**src/rtl/race_light_sequencer.sv**
```systemverilog
//------------------------------------------------------------------------------
// race_light_sequencer
//
// Parametrised multi-lane race start-light controller. After Start it runs
// RED -> YELLOW -> GREEN, each phase held for a parameter-set number of clocks,
// then returns to IDLE with a one-clock Done pulse. Lane motion during RED or
// YELLOW is a false start: the sequence drops into FAULT and the offending
// lanes are latched in False_Start. Abort cancels any running sequence and is
// the only way out of FAULT.
//
// All state changes happen on the falling edge of Clk.
//
// Optional feature (compile-time macro RLS_FAULT_BLINK_EN):
//   defined   - Red blinks in FAULT (1 on the entry edge, then toggles)
//   undefined - Red is steady in FAULT
//
// Ports:
//   Clk          in   1          sequencing tick, active on negedge
//   nReset       in   1          asynchronous, active-low reset
//   Start        in   1          begin sequence (sampled only in IDLE)
//   Abort        in   1          cancel sequence / leave FAULT
//   Lane_Move    in   NUM_LANES  per-lane motion sensors, active-high
//   Red          out  1          red lamp
//   Yellow       out  1          yellow lamp
//   Green        out  1          green lamp
//   Busy         out  1          high in RED, YEL, GRN
//   Done         out  1          registered pulse after GRN completes
//   Fault        out  1          high in FAULT
//   False_Start  out  NUM_LANES  sticky per-lane false-start flags
//------------------------------------------------------------------------------
module race_light_sequencer #(
   parameter int NUM_LANES = 4,
   parameter int CNT_W     = 4,
   parameter int RED_TICKS = 2,
   parameter int YEL_TICKS = 2,
   parameter int GRN_TICKS = 6
) (
   input  logic                 Clk,
   input  logic                 nReset,
   input  logic                 Start,
   input  logic                 Abort,
   input  logic [NUM_LANES-1:0] Lane_Move,
   output logic                 Red,
   output logic                 Yellow,
   output logic                 Green,
   output logic                 Busy,
   output logic                 Done,
   output logic                 Fault,
   output logic [NUM_LANES-1:0] False_Start
);

   localparam logic [2:0] S_IDLE  = 3'd0;
   localparam logic [2:0] S_RED   = 3'd1;
   localparam logic [2:0] S_YEL   = 3'd2;
   localparam logic [2:0] S_GRN   = 3'd3;
   localparam logic [2:0] S_FAULT = 3'd4;

   // Counter reload values: a phase lasts exactly <PHASE>_TICKS clocks
   // because it exits on the edge where the counter reads zero.
   localparam logic [CNT_W-1:0] RED_LD = CNT_W'(RED_TICKS - 1);
   localparam logic [CNT_W-1:0] YEL_LD = CNT_W'(YEL_TICKS - 1);
   localparam logic [CNT_W-1:0] GRN_LD = CNT_W'(GRN_TICKS - 1);

   logic [2:0]           state, state_nxt;
   logic [CNT_W-1:0]     cnt, cnt_nxt, cnt_dec;
   logic [NUM_LANES-1:0] fs_nxt;
   logic                 done_nxt;
   logic                 lane_any;
   logic                 cnt_zero;

   assign cnt_dec  = cnt - CNT_W'(1);
   assign cnt_zero = (cnt == '0);
   assign lane_any = |Lane_Move;

   // Next-state logic. Abort outranks false-start detection, which outranks
   // normal phase expiry; IDLE ignores Abort and Lane_Move entirely.
   always_comb begin
      state_nxt = state;
      cnt_nxt   = cnt;
      fs_nxt    = False_Start;
      done_nxt  = 1'b0;
      case (state)
         S_IDLE: begin
            if (Start) begin
               state_nxt = S_RED;
               cnt_nxt   = RED_LD;
               fs_nxt    = '0;
            end
         end
         S_RED: begin
            if (Abort) begin
               state_nxt = S_IDLE;
               cnt_nxt   = '0;
            end else if (lane_any) begin
               state_nxt = S_FAULT;
               cnt_nxt   = '0;
               fs_nxt    = False_Start | Lane_Move;
            end else if (cnt_zero) begin
               state_nxt = S_YEL;
               cnt_nxt   = YEL_LD;
            end else begin
               cnt_nxt   = cnt_dec;
            end
         end
         S_YEL: begin
            if (Abort) begin
               state_nxt = S_IDLE;
               cnt_nxt   = '0;
            end else if (lane_any) begin
               state_nxt = S_FAULT;
               cnt_nxt   = '0;
               fs_nxt    = False_Start | Lane_Move;
            end else if (cnt_zero) begin
               state_nxt = S_GRN;
               cnt_nxt   = GRN_LD;
            end else begin
               cnt_nxt   = cnt_dec;
            end
         end
         S_GRN: begin
            if (Abort) begin
               state_nxt = S_IDLE;
               cnt_nxt   = '0;
            end else if (cnt_zero) begin
               state_nxt = S_IDLE;
               cnt_nxt   = '0;
               done_nxt  = 1'b1;
            end else begin
               cnt_nxt   = cnt_dec;
            end
         end
         S_FAULT: begin
            if (Abort) begin
               state_nxt = S_IDLE;
               cnt_nxt   = '0;
            end
         end
         default: begin
            // Unreachable encodings recover to IDLE on the next edge.
            state_nxt = S_IDLE;
            cnt_nxt   = '0;
         end
      endcase
   end

   always_ff @(negedge Clk or negedge nReset) begin
      if (!nReset) begin
         state       <= S_IDLE;
         cnt         <= '0;
         False_Start <= '0;
         Done        <= 1'b0;
      end else begin
         state       <= state_nxt;
         cnt         <= cnt_nxt;
         False_Start <= fs_nxt;
         Done        <= done_nxt;
      end
   end

`ifdef RLS_FAULT_BLINK_EN
   logic blink;

   // Forced to 1 whenever the next state is not a continuing FAULT, so the
   // entry edge always shows Red lit before toggling begins.
   always_ff @(negedge Clk or negedge nReset) begin
      if (!nReset) begin
         blink <= 1'b1;
      end else if (state == S_FAULT && state_nxt == S_FAULT) begin
         blink <= ~blink;
      end else begin
         blink <= 1'b1;
      end
   end
`endif

   // Moore lamp decode.
   always_comb begin
      Red    = 1'b0;
      Yellow = 1'b0;
      Green  = 1'b0;
      Busy   = 1'b0;
      Fault  = 1'b0;
      case (state)
         S_RED: begin
            Red  = 1'b1;
            Busy = 1'b1;
         end
         S_YEL: begin
            Yellow = 1'b1;
            Busy   = 1'b1;
         end
         S_GRN: begin
            Green = 1'b1;
            Busy  = 1'b1;
         end
         S_FAULT: begin
`ifdef RLS_FAULT_BLINK_EN
            Red   = blink;
`else
            Red   = 1'b1;
`endif
            Fault = 1'b1;
         end
         default: begin
            Red = 1'b1;
         end
      endcase
   end

endmodule

```
**config.mk**
```make
export PLATFORM = sky130hd
export DESIGN_NAME = race_light_sequencer
export DESIGN_NICKNAME = d
export VERILOG_FILES = /design/src/rtl/race_light_sequencer.sv
export SDC_FILE = /design/constraint.sdc
export NUM_CORES = 1
export LEC_CHECK = 0
export ABC_AREA = 1
export ABC_CLOCK_PERIOD_IN_PS = 1800
export CAP_MARGIN = 20
export CORE_MARGIN = 1
export CORE_UTILIZATION = 35
export DETAILED_ROUTE_END_ITERATION = 10
export GPL_TIMING_DRIVEN = 0
export SETUP_SLACK_MARGIN = 0.15
export SYNTH_ARGS = -nofsm -noshare
export SYNTH_HDL_FRONTEND = slang
export SYNTH_SLANG_ARGS = --single-unit
```
**constraint.sdc**
```tcl
create_clock -name Clk -period 1.8 [get_ports Clk]
set_input_delay 0.18 -clock Clk [delete_from_list [all_inputs] [get_ports Clk]]
set_output_delay 0.18 -clock Clk [all_outputs]
set_load 0.01 [all_outputs]
```
[Yosys cells after proc, flatten, opt, wreduce, memory -nomap -nowiden]
Cells that the tools add are included.
Word-level totals
  bits in registers: 12
  bits of input ports: 8
  output and inout bits: 10
  logic and storage cells: 61
Operators by class
  add/sub/neg operators: 1
  equal/unequal tests: 11
  multiplexer cells: 34
  bitwise operators: 1
  reduce and logical (&&, ||, !) cells: 10
Operators by type and width (count)
  $mux 4: 13
  $mux 3: 10
  $pmux 4 s5: 1
  $pmux 3 s5: 1
  $mux 1: 8
  $ne 4x4->1 const B: 2
  $pmux 4 s2: 1
  $eq 3x2->1 const B: 2
  $ne 2x2->1 const B: 3
  $reduce_and 5->1: 1
  $logic_not 4->1: 1
  $or 4x4->4: 1
  $reduce_and 4->1: 1
  $reduce_or 2->1: 2
  $reduce_or 4->1: 1
  $sub 4x1->4 const B: 1
  $eq 3x1->1 const B: 1
  $eq 3x3->1 const B: 1
  $logic_not 3->1: 1
  $ne 3x3->1 const B: 1
  $reduce_or 3->1: 1
  $ne 2x1->1 const B: 1
  $reduce_and 2->1: 1
  $reduce_bool 2->1: 1

[Depth between registers and ports, before layout]
  depth after elaboration: 5
  gate-level depth with buffers: 8
  gate-level depth less buffers: 8

==> impl.org <==
** Status
- Result of the run :: complete, but fails checks
- Failing checks :: setup timing

** Logic synthesis
- Count of cell types in the netlist :: 22
- A synthesized cell averages ~8 um^2.
- Number of enable-type register cells in the synthesized netlist :: 0
- Among all flip-flop cells after synthesis, the most frequent one is dfrtn_1.
- The Yosys step of the flow raised 0 warnings.
- In this run, synthesis produced a sequential element count of 12.
- Fraction of registers with async set/reset :: 100.0%
- The share of the Yosys chip area taken by registers is a little over a third.
- After synthesis the cells add up to around 840 um^2.
- Synthesis produced approximately 110 cells.
- Syn nets :: around 120

** Clock tree
- The number of hold buffers added after CTS was 0.
- Root Buffer :: clkbuf_4
- Skew-Pair Late Insertion Delay :: 280 ps
- TritonCTS built the clock tree.
- Clock-pin slew was measured on the worst setup and hold paths at 60 ps.
- Counting the buffers created by CTS gives 3.
- The longest clock path from root to sink contains 2 buffers.
- CTS Sinks :: 12
- H-tree levels :: 1

** Floorplanning
- X dimension of the die :: roughly 51 um
- The floorplan has 17 rows.
- The floorplan step defined a die boundary enclosing 2591 um^2.
- Number of top-level pins :: 18
- From bottom edge to top edge, the die measures between 50 and 60 um.
- The core region is 2233 um^2.
- Effective utilization at floorplan :: between 30% and 40%

** Finish
- Diode count :: 0
- After the last flow step, the layout net total stands at around 170.
- For this run, the share of the core covered by cells in the final layout is around 63%.
- Cells with a size suffix above 1 make up between 50 and 60% of the layout.
- From synthesis to final layout, the design area changed by 68.31%.

** Timing
- Worst clock skew :: around 0.24 ps
- In the post-route analysis, the smallest setup slack over all paths is -456.8 ps.
- Setup violations remaining at the end of the flow were counted as 10.
- Pins Over Slew Limit :: 0
- Transition time of the tightest slew-check pin :: just under 600 ps
- Setup repair after global routing could not meet its margin everywhere.
- The count of endpoints failing hold in the final timing report is 0.
- Measured against its own limit, the worst slew margin works out to about three fifths.
- Hold WS :: around 470 ps

** Setup path
- Arrival time at the worst endpoint :: 2080 ps
- Crit path capture type :: output pin
- WP data required :: 1620 ps
- The critical path in this run is classified as reg -> out.
- The worst register-to-register path begins at state[1].
- In this run the worst setup path begins at state[0].
- Of all nets on the critical path, the largest fanout is 5.
- The worst setup path is launched from a register.

** Global routing
- Total grt overflow :: 0
- Number of antenna violations at the first check in global routing :: 0
- Total routing usage reported by global routing :: roughly a fifth
- Entering global routing, the biggest net connects 13 pins.
- Number of global-route vias before repair :: slightly above 800
- Wire length of the first global-routing pass :: roughly 3.7 mm

** Routing
- The first detailed-routing pass ran for 4 iterations.
- The detailed router finished its first iteration with 10 violations.
- Remaining number of nets flagged by the antenna check after routing :: 0
- Total routed wirelength :: ~2.4 mm
- Detail-routed via count per cell :: roughly 4.9
- WL per Instance :: 13.23 um
- The routed layout has 900 vias.
- Remaining design rule violation count :: 0

** Worst hold path
- The startpoint identified for the worst hold timing path is cnt[3].
- The min-delay analysis places its worst path in the category reg -> reg.

** Placement
- Placer congestion estimate :: a little over 0.8
- Half-perimeter wire length after detailed placement :: between 1 and 1.5 mm
- Port buffering added 17 buffers.

** Power and ir drop
- Clock power frac :: 12.5%
- In this run the power spent charging and discharging nets is between 0.8 and 0.9 mW.
- Summed over all cells, the static leakage comes to ~0.74 nW.
- Of the total power, the share spent switching nets is between 40% and 50%.
- Peak ir drop on the vdd network :: 0.0007012 V
- Register share of total power :: between 20% and 30%
- Per report_power, the combinational group accounts for 65.9% of the total.
- Cell internal power was estimated by the tool at 0.9684 mW.
- Ratio of total power to cell area :: between 1000 and 1500 nW/um^2

** Job
- Max capacitance violation total :: 0
[placed cells by master (no fill, tap or decap), types with 3 or more instances in the layout]
master,instances
dfrtn_1,12
buf_2,7
nand4_1,3
nand3_4,4
buf_4,21
nor2_1,11
inv_1,5
nand2_2,4
nand3_1,5
nand2_1,26
nand2_4,7
buf_6,13
nor2_4,5
clkbuf_4,3
inv_4,3
nand3_2,7
[synthesized netlist by cell type (3+ instances only)]
cell     instances  area [um^2]
dfrtn_1         12        300.3
nand2_4          4        45.04
nor2_1          14        52.55
nand4_1          3        18.77
inv_1            7        26.28
nand3_1          9        45.04
nor2_2           3        18.77
nand3_2          5        50.05
nand2_1         32        120.1
[cell families (layout without fill, tap and decap cells)]
logic type	Yosys count	in the layout	share of synthesized area [%]
buffers and inverters	10	59	5.082
xor gates and xnor gates	2	2	2.093
AOI/OAI and AO/OA	4	4	2.840
adders and majority gates	2	2	2.989
DFF	12	12	35.87
and+or+nand+nor	77	77	51.12
[layout make-up]
type | count | area (um^2)
Tap cell | 28 | 35.03
Sequential cell | 12 | 300.3
Clock buffer | 4 | 36.28
Timing Repair Buffer | 45 | 387.9
Multi-Input combinational cell | 85 | 600.6
Fill cell | 189 | 824.5
Inverter | 10 | 48.80
[power groups by stage]
stage,Clock (mW),Combinational (mW),Sequential (mW)
final,0.224,1.18,0.388
after global routing,0.245,1.29,0.397
after floorplan,0,0.594,0.430
after detailed placement,0,0.832,0.433
after CTS,0.227,1.05,0.385
after global placement,0,0.823,0.434
[stage by stage]
stage | std cells | TNS (ps) | worst slack [ps] | power [mW] | cell area, um^2
floorplan | 107 | -368.8 | -106.1 | 1.024 | 888.4
global placement | 152 | -11720 | -810.1 | 1.256 | 1094
detailed placement | 152 | -11670 | -799.8 | 1.265 | 1094
CTS | 179 | -2526 | -435.9 | 1.659 | 1303
global route | 184 | -3179 | -524.9 | 1.932 | 1409
finish | 184 | -2650 | -456.8 | 1.793 | 1409
[per-layer routing]
| metal | GRT usage [%] | vias up | routed length [um] |
|---|---|---|---|
| li1 | - | 448 | - |
| met1 | 20.36 | 429 | 1021 |
| met2 | 35.09 | 19 | 1269 |
| met3 | 5.952 | 4 | 101 |
| met4 | 5.093 | 0 | 43 |
| met5 | 0 | - | 0 |
[sequential cells by signal (all words and copies together) (netlist names)]
| signal | flops |
|---|---|
| False_Start | 4 |
| cnt | 4 |
| state | 3 |
| Done | 1 |
[timing repair]
action,4_1_cts,5_1_grt
pin swaps,12,8
setup buffers,23,5
endpoints found under the setup margin,22,17
resized for setup,79,17
[final timing paths]
check / end / slack [ps] / cells after the start
hold / removal: cnt[3] / 470 / 2
setup / recovery: Yellow / -460 / 5
hold reg to reg: cnt[3] / 470 / 2
setup reg to reg: state[0] / 210 / 10
min in group asynchronous: state[0] / 1050 / 1
max in group asynchronous: False_Start[2] / 350 / 1
[critical path, cell delays in order, from the launching register on]
cell     delay (ps)
dfrtn_1         470
buf_6           160
inv_4            40
nand3_4          70
inv_2            40
buf_6           110
(Power assumes the default switching activity.)
